<file path="src/rtl/usr_pkg.sv">
// Shared encodings for the shift-register family: serial direction, receiver states
// and the universal_shift_register select codes.
package usr_pkg;

  typedef enum logic {
    ST_IDLE    = 1'b0,
    ST_COLLECT = 1'b1
  } state_t;

  localparam logic DIR_MSB = 1'b0;
  localparam logic DIR_LSB = 1'b1;

  localparam logic [1:0] SEL_HOLD = 2'b00;
  localparam logic [1:0] SEL_SHR  = 2'b01;
  localparam logic [1:0] SEL_SHL  = 2'b10;
  localparam logic [1:0] SEL_LOAD = 2'b11;

endpackage

</file>
<file path="src/rtl/sipo_deserializer_if.sv">
// Serial-in / parallel-out bus: serial input side plus valid/ready word output.
interface sipo_deserializer_if #(
  parameter int WIDTH = 4,
  parameter int CNT_W = $clog2(WIDTH+1)
);
  logic             sin;
  logic             sin_valid;
  logic             lsb_first;
  logic             abort;
  logic [WIDTH-1:0] pout;
  logic             pout_valid;
  logic             pout_ready;
  logic             overrun;
  logic [CNT_W-1:0] bit_cnt;

  modport master (
    output sin, sin_valid, lsb_first, abort, pout_ready,
    input  pout, pout_valid, overrun, bit_cnt
  );

  modport slave (
    input  sin, sin_valid, lsb_first, abort, pout_ready,
    output pout, pout_valid, overrun, bit_cnt
  );
endinterface

</file>
<file path="src/rtl/sipo_shift_core.sv">
// Bidirectional shift register with bit counter; flags the edge that completes a word.
module sipo_shift_core
  import usr_pkg::*;
#(
  parameter int WIDTH = 4,
  parameter int CNT_W = $clog2(WIDTH+1)
) (
  input  logic             clk,
  input  logic             clr,
  input  logic             en,
  input  logic             dir,
  input  logic             sin,
  input  logic             abort,
  output logic [WIDTH-1:0] shreg_nxt,
  output logic [CNT_W-1:0] bit_cnt,
  output logic             last
);

  logic [WIDTH-1:0] shreg;

  // shreg_nxt includes the bit being accepted, so it is the finished word on the last edge
  always_comb begin
    shreg_nxt = {shreg[WIDTH-2:0], sin};
    if (dir == DIR_LSB) shreg_nxt = {sin, shreg[WIDTH-1:1]};
  end

  assign last = en & ~abort & (bit_cnt == CNT_W'(WIDTH-1));

  always_ff @(posedge clk) begin
    if (clr || abort) begin
      shreg   <= '0;
      bit_cnt <= '0;
    end else if (en) begin
      shreg   <= shreg_nxt;
      bit_cnt <= last ? '0 : bit_cnt + CNT_W'(1);
    end
  end

endmodule

</file>
<file path="src/rtl/sipo_deserializer.sv">
// Serial word receiver: direction latch, IDLE/COLLECT FSM, one-word output buffer and overrun flag.
//   state      | meaning
//   ST_IDLE    | no bits of a word collected, next accepted bit latches direction
//   ST_COLLECT | 1..WIDTH-1 bits collected, direction frozen until word ends
module sipo_deserializer
  import usr_pkg::*;
#(
  parameter int WIDTH = 4,
  parameter int CNT_W = $clog2(WIDTH+1)
) (
  input logic                clk,
  input logic                clr,
  sipo_deserializer_if.slave bus
);

  state_t           state, state_nxt;
  logic             dir_q, dir_eff;
  logic [WIDTH-1:0] word;
  logic [CNT_W-1:0] bit_cnt;
  logic             last;
  logic [WIDTH-1:0] pout_q;
  logic             pout_valid_q;
  logic             overrun_q;

  // the first bit of a word already uses the live lsb_first value
  assign dir_eff = (state == ST_IDLE) ? bus.lsb_first : dir_q;

  sipo_shift_core #(
    .WIDTH (WIDTH),
    .CNT_W (CNT_W)
  ) u_core (
    .clk       (clk),
    .clr       (clr),
    .en        (bus.sin_valid),
    .dir       (dir_eff),
    .sin       (bus.sin),
    .abort     (bus.abort),
    .shreg_nxt (word),
    .bit_cnt   (bit_cnt),
    .last      (last)
  );

  always_ff @(posedge clk) begin
    if (clr) state <= ST_IDLE;
    else     state <= state_nxt;
  end

  always_comb begin
    state_nxt = state;
    if (bus.abort) begin
      state_nxt = ST_IDLE;
    end else if (bus.sin_valid) begin
      case (state)
        ST_IDLE:    state_nxt = ST_COLLECT;
        ST_COLLECT: if (last) state_nxt = ST_IDLE;
        default:    state_nxt = ST_IDLE;
      endcase
    end
  end

  always_ff @(posedge clk) begin
    if (clr) begin
      dir_q <= DIR_MSB;
    end else if (state == ST_IDLE && bus.sin_valid && !bus.abort) begin
      dir_q <= bus.lsb_first;
    end
  end

  always_ff @(posedge clk) begin
    if (clr) begin
      pout_q       <= '0;
      pout_valid_q <= 1'b0;
      overrun_q    <= 1'b0;
    end else if (last) begin
      // a completion refills the buffer only if it is empty or being consumed now
      if (!pout_valid_q || bus.pout_ready) begin
        pout_q       <= word;
        pout_valid_q <= 1'b1;
      end else begin
        overrun_q    <= 1'b1;
      end
    end else if (pout_valid_q && bus.pout_ready) begin
      pout_valid_q <= 1'b0;
    end
  end

  assign bus.pout       = pout_q;
  assign bus.pout_valid = pout_valid_q;
  assign bus.overrun    = overrun_q;
  assign bus.bit_cnt    = bit_cnt;

endmodule

</file>
<file path="src/flat_wrapper.sv">
// flat-port wrapper written by rule: the top's interface ports become plain ports
module sipo_deserializer_flat import usr_pkg::*;
#(
  parameter int WIDTH = 4,
  parameter int CNT_W = $clog2(WIDTH+1)
)
  (clk, clr, bus_sin, bus_sin_valid, bus_lsb_first, bus_abort, bus_pout_ready, bus_pout, bus_pout_valid, bus_overrun, bus_bit_cnt);
  sipo_deserializer_if #(.WIDTH(WIDTH), .CNT_W(CNT_W)) bus_i ();
  input logic clk;
  input logic clr;
  input wire logic [$bits(bus_i.sin)-1:0] bus_sin;
  input wire logic [$bits(bus_i.sin_valid)-1:0] bus_sin_valid;
  input wire logic [$bits(bus_i.lsb_first)-1:0] bus_lsb_first;
  input wire logic [$bits(bus_i.abort)-1:0] bus_abort;
  input wire logic [$bits(bus_i.pout_ready)-1:0] bus_pout_ready;
  output wire logic [$bits(bus_i.pout)-1:0] bus_pout;
  output wire logic [$bits(bus_i.pout_valid)-1:0] bus_pout_valid;
  output wire logic [$bits(bus_i.overrun)-1:0] bus_overrun;
  output wire logic [$bits(bus_i.bit_cnt)-1:0] bus_bit_cnt;
  assign bus_i.sin = bus_sin;
  assign bus_i.sin_valid = bus_sin_valid;
  assign bus_i.lsb_first = bus_lsb_first;
  assign bus_i.abort = bus_abort;
  assign bus_i.pout_ready = bus_pout_ready;
  assign bus_pout = bus_i.pout;
  assign bus_pout_valid = bus_i.pout_valid;
  assign bus_overrun = bus_i.overrun;
  assign bus_bit_cnt = bus_i.bit_cnt;
  sipo_deserializer #(.WIDTH(WIDTH), .CNT_W(CNT_W)) u_core (.clk(clk), .clr(clr), .bus(bus_i));
endmodule
</file>
<file path="config.mk">
export PLATFORM = sky130hd
export DESIGN_NAME = sipo_deserializer_flat
export DESIGN_NICKNAME = d
export VERILOG_FILES = /design/src/rtl/usr_pkg.sv /design/src/rtl/sipo_deserializer_if.sv /design/src/rtl/sipo_shift_core.sv /design/src/rtl/sipo_deserializer.sv /design/src/flat_wrapper.sv
export SDC_FILE = /design/constraint.sdc
export NUM_CORES = 1
export LEC_CHECK = 0
export ABC_AREA = 1
export CELL_PAD_IN_SITES_DETAIL_PLACEMENT = 1
export CELL_PAD_IN_SITES_GLOBAL_PLACEMENT = 2
export CORE_MARGIN = 1
export CORE_UTILIZATION = 26
export CTS_CLUSTER_SIZE = 20
export DETAILED_ROUTE_END_ITERATION = 10
export PLACE_DENSITY_LB_ADDON = 0.1
export RECOVER_POWER = 50
export SLEW_MARGIN = 25
export SYNTH_ARGS = -nofsm -noshare
export SYNTH_HDL_FRONTEND = slang
export SYNTH_SLANG_ARGS = --single-unit
</file>
<file path="constraint.sdc">
create_clock -name clk -period 2.15 [get_ports clk]
set_clock_uncertainty 0.15 [all_clocks]
set_input_delay 0.215 -clock clk [delete_from_list [all_inputs] [get_ports clk]]
set_output_delay 0.215 -clock clk [all_outputs]
set_load 0.05 [all_outputs]
</file>
# Word level (Yosys, flattened, before mapping)
# Index checks and enable logic that the tools add are counted.
[op_classes]
n_reduce_logical = 12
eq_ne = 2
add_sub_neg = 1
mux = 8
bitwise = 5
[ops]
columns = ["operator", "n"]
rows = [
  ["AND reduction 2 bit", 3],
  ["two-way mux 1 bit", 5],
  ["two-way mux 4 bit", 1],
  ["adder 3 x 1 -> 3 bit, second input constant", 1],
  ["equality test 3 x 2 -> 1 bit, second input constant", 1],
  ["logical AND 1 bit", 3],
  ["two-way mux 3 bit", 1],
  ["inverter 1 bit", 3],
  ["AND 1 bit", 2],
  ["zero test 1 bit", 2],
  ["logical OR 1 bit", 2],
  ["inequality test 2 x 1 -> 1 bit, second input constant", 1],
  ["one-hot mux 1 bit (2 select lines)", 1],
  ["nonzero test 2 bit", 1],
  ["OR reduction 2 bit", 1],
]
[totals]
regBits = 15
output_inout_bits = 9
inputBits = 7
wordCells = 35

# Logic depth before layout (Yosys ltp)
# Gate-level depths: netlist of run 1.
[depth]
depth_word = 5
ltp_mapped = 7
depth_no_buf = 7

# Modules after synthesis
# From an unflattened synthesis of run 1, not the netlist that was laid out.
[unflattened]
hier_cells = 116
area_unflattened_um2 = 734.5
[modules_own_cells]
columns = ["mod", "seq_area_each_um2", "instances", "cells_per_inst", "area_per_inst_um2"]
rows = [
  ["sipo_shift_core", 140.1, 1, 64, 377.9],
  ["sipo_deserializer", 160.2, 1, 52, 356.6],
]

# Least setup slack after synthesis of run 1
# Ideal clock, no wire load.
[synth_path]
path_kind = "reg-to-reg"
start = "reg u_core.u_core.bit_cnt[0]"
end = "reg u_core.state"
required_ps = 1887
period_less_slack_ps = 1515
setup_time_ps = 113
stages_incl_launch_ff = 7
path_slack_ps = 635
t_arrival_ps = 1252
n_path_buf = 0
path_cell_list = "dfxtp_1 > ha_1 > nand2_1 > inv_2 > nand2_1 > o21ai_1 > inv_1"
[synth_between]
elab_chain_cells = 4
[synth_rtl]
columns = ["element", "line", "rtl"]
rows = [
  ["from (decl)", "sipo_shift_core.sv:15", "output logic [CNT_W-1:0] bit_cnt,"],
  ["from (signal assigned)", "sipo_shift_core.sv:35", "bit_cnt <= last ? '0 : bit_cnt + CNT_W'(1);"],
  ["equality test 3 x 2 -> 1 bit", "sipo_shift_core.sv:27", "assign last = en & ~abort & (bit_cnt == CNT_W'(WIDTH-1));"],
  ["AND 1 bit", "sipo_shift_core.sv:27", ""],
  ["two-way mux 1 bit", "sipo_deserializer.sv:55", "ST_COLLECT: if (last) state_nxt = ST_IDLE;"],
  ["one-hot mux 1 bit (2 select lines)", "sipo_deserializer.sv:53", "case (state)"],
  ["to (signal assigned)", "sipo_deserializer.sv:45", "else state <= state_nxt;"],
  ["to (decl)", "sipo_deserializer.sv:16", "state_t state, state_nxt;"],
]
# Every way passes these cells.
# A chain may end at the register's enable or synchronous reset.

# Worst setup path after layout of run 1
[layout_path]
start = "reg u_core.u_core.bit_cnt[0]"
end = "out bus_bit_cnt[0]"
[layout_lines]
columns = ["element", "line", "rtl"]
rows = [
  ["to (decl)", "flat_wrapper.sv:19", "output wire logic [$bits(bus_i.bit_cnt)-1:0] bus_bit_cnt;"],
]
# No word-level cell between the ends.

==> qor.yml, run 1 <==
status: "complete, no violations"
cts.sinks: 15
dieArea_um2: 2890
min_to: "u_core.u_core.bit_cnt[2]"
synth_edf_count: 0
critPathKind: "flip-flop to output port"
dp_hpwl_um: 1230
slew_violations: 0
synth_top_area_cell: "dfxtp_1"
grt-ovfl-total: 0
r2r_slack_ns: 0.71
ys_seq_elements: 15
relSlewSlack: 0.669
power_density_nw_per_um2: 572
htreeDepth: 1
avgViaCountPerCell: 4.31
synthTopCellsByArea: "dfxtp_1 (43%), nand2_1 (16%), nor2_1 (10%), nand3_1 (9.4%), inv_1 (7.6%)"
cap_violations: 0
wl_um: 1550
final-hold-violation-count: 0
end_kind: "output port"
ys_warn_count: 0
numCtsBuffers: 3
cts_tree: "yes"
cts_max_path_buffers: 2
grt_pass1_wl_um: 2620
die_h_um: 53.7
fin_setup_tns_ns: 0
worstSetupStartpoint: "u_core.u_core.bit_cnt[0]"
synth-seq-area-share: 0.432
regToRegStartpoint: "u_core.u_core.bit_cnt[0]"
yosysMostFrequentCell: "nand2_1"
peakVddDrop_mv: 0.192
hold_path.class: "flip-flop to flip-flop"
fillers: 332
drtPass1Iterations: 4
hold_start: "u_core.u_core.bit_cnt[2]"
leakage_uw: 0.000443
route.detailed.drc: 0
area_growth_pct: 28.4
synth_area_um2: 696
r2r-end: "u_core.bus.pout[2]"
worst_slew_pin_slew_ns: 0.495
syn-num-nets: 113
final_cells: 154
antennaDiodeCount: 0
ctsResizeCount: 0
cpPeakStageDelay_ns: 0.82
die_x_um: 53.7
synth_cells: 105
grt_pass1_vias: 601
detailedPlace.worstSlack_ns: 0.526
via_count: 663
synthTopCellsByCount: "nand2_1 (29), nor2_1 (19), dfxtp_1 (15)"
finalCritPeriodShare: 0.860
grt_max_degree: 12
path_max_fanout: 4
min_path_cells: 2
antenna_found_initial: 0
path_cells: "clkdlybuf4s50_1"
worst_slack_ns: 0.301
root_buffer: "clkbuf_4"
io_pins: 16
start_util: 0.278
drive_gt1_frac: 0.0484
synth_cell_types: 14
arrival_ns: 1.48
ant_nets: 0
cp.required_ns: 1.78
clkLatencyLatePin_ns: 0.28
rsz0062_at_grt: "false"
clkTransAtPathRegs_ns: 0.09
post_cts.repair.setup_buffers: 0
ys_async_sr_fraction: 0
rr_worst_depth: 7
fp-row-count: 18
grt_usage: 0.128
syn_avg_cell_area_um2: 6.63
portBuffers: 15
dp.cells: 150
synth_ff_type: "dfxtp_1"
setup_viol: 0
wl_per_cell_um: 10.1
drt-initial-drc-count: 2
final_nets: 133
crit_family: "buffers and inverters"
hold_buffers: 0
gp_congestion: 0.738
core-area_um2: 2500
finalCriticalPeriod_ns: 1.85
slowest_stage: "clkdlybuf4s50_1"
cp_num_buf_inv: 1
fmax_mhz: 541
startpoint_type: "flip-flop"
netlist.area_leader.share: 0.432
report_power, final:
part	leakage (uW)	internal, uW	total (uW)	switching [uW]
Sequential	0.000122	284	288	4.28
Combinational	0.000307	24.4	59.7	35.4
Clock	0.0000150	71.9	163	90.8
Total	0.000443	380	511	130
tightest hold or removal path: cells and delay by family, from the launching register on:
kind | cells | cell delay (ns)
flops | 1 | 0.34
simple gates | 2 | 0.10
state kept, by name, indices dropped and copies added (netlist names):
signal	cells
u_core.dir_q	1
u_core.u_core.bit_cnt	3
u_core.u_core.shreg	4
u_core.state	1
u_core.bus.pout_valid	1
u_core.bus.overrun	1
u_core.bus.pout	4
cell type report:
cell class,instances,area (um^2),area share
clock buffers,4,26.3,0.0294
multi-input cells,72,312,0.349
well taps,30,37.5,0.0420
repair buffers,16,154,0.172
inverters,17,63.8,0.0714
flip-flops and latches,15,300,0.336
worst max path at each step:
stage	end	slack (ns)	depth (start not counted)
4_1_cts	bus_bit_cnt[2]	0.28	1
3_3_place_gp	u_core.bus.pout[3]	0.56	7
5_1_grt	u_core.bus.pout[1]	0.19	8
2_1_floorplan	u_core.state	0.64	6
3_5_place_dp	u_core.state	0.53	7
6_report	bus_bit_cnt[0]	0.30	1
cell usage in the layout, fill, tap and decap left out, drive strengths merged:
cell           Yosys  layout
a21oi              5       5
clkbuf             0       5
clkdlybuf4s50      0      14
dfxtp             15      15
dlygate4sd3        0       1
ha                 1       1
inv               17      17
nand2             29      29
nand3             14      14
nor2              20      20
o21a               1       1
o21ai              2       2
stage by stage:
step	power [uW]	hold slack, ns	cell area (um^2)	utilization
CTS	530	0.335	910	0.364
finish	511	0.323	893	0.357
detailed placement	357	0.315	883	0.353
floorplan	332	0.134	696	-
global placement	358	0.298	883	0.353
global route	545	0.349	893	0.357
routing by layer:
layer | routed length [um] | track usage | part of all wire | vias to the layer above
met5 | 0 | 0 | 0 | -
met4 | 10 | 0.0658 | 0.0065 | 0
met3 | 62 | 0.0254 | 0.040 | 2
met2 | 636 | 0.195 | 0.41 | 10
met1 | 840 | 0.169 | 0.54 | 292
li1 | - | - | - | 359
cells by family (layout without fill, tap and decap cells):
kind of cell    count (synthesis)  after routing  share of synthesized area
compound gates                  8              8                     0.0611
fa+ha+maj                       1              1                     0.0180
buf+inv                        18             37                      0.103
flops                          15             15                      0.432
simple gates                   63             63                      0.387
No activity file was read; power rests on OpenSTA's default activity.
==> run 2: changes to the inputs <==
- CTS_CLUSTER_SIZE: 20 -> 30
==> results of run 2 <==
Same layout as run 1: the final DEF is identical, and so are final timing and power.
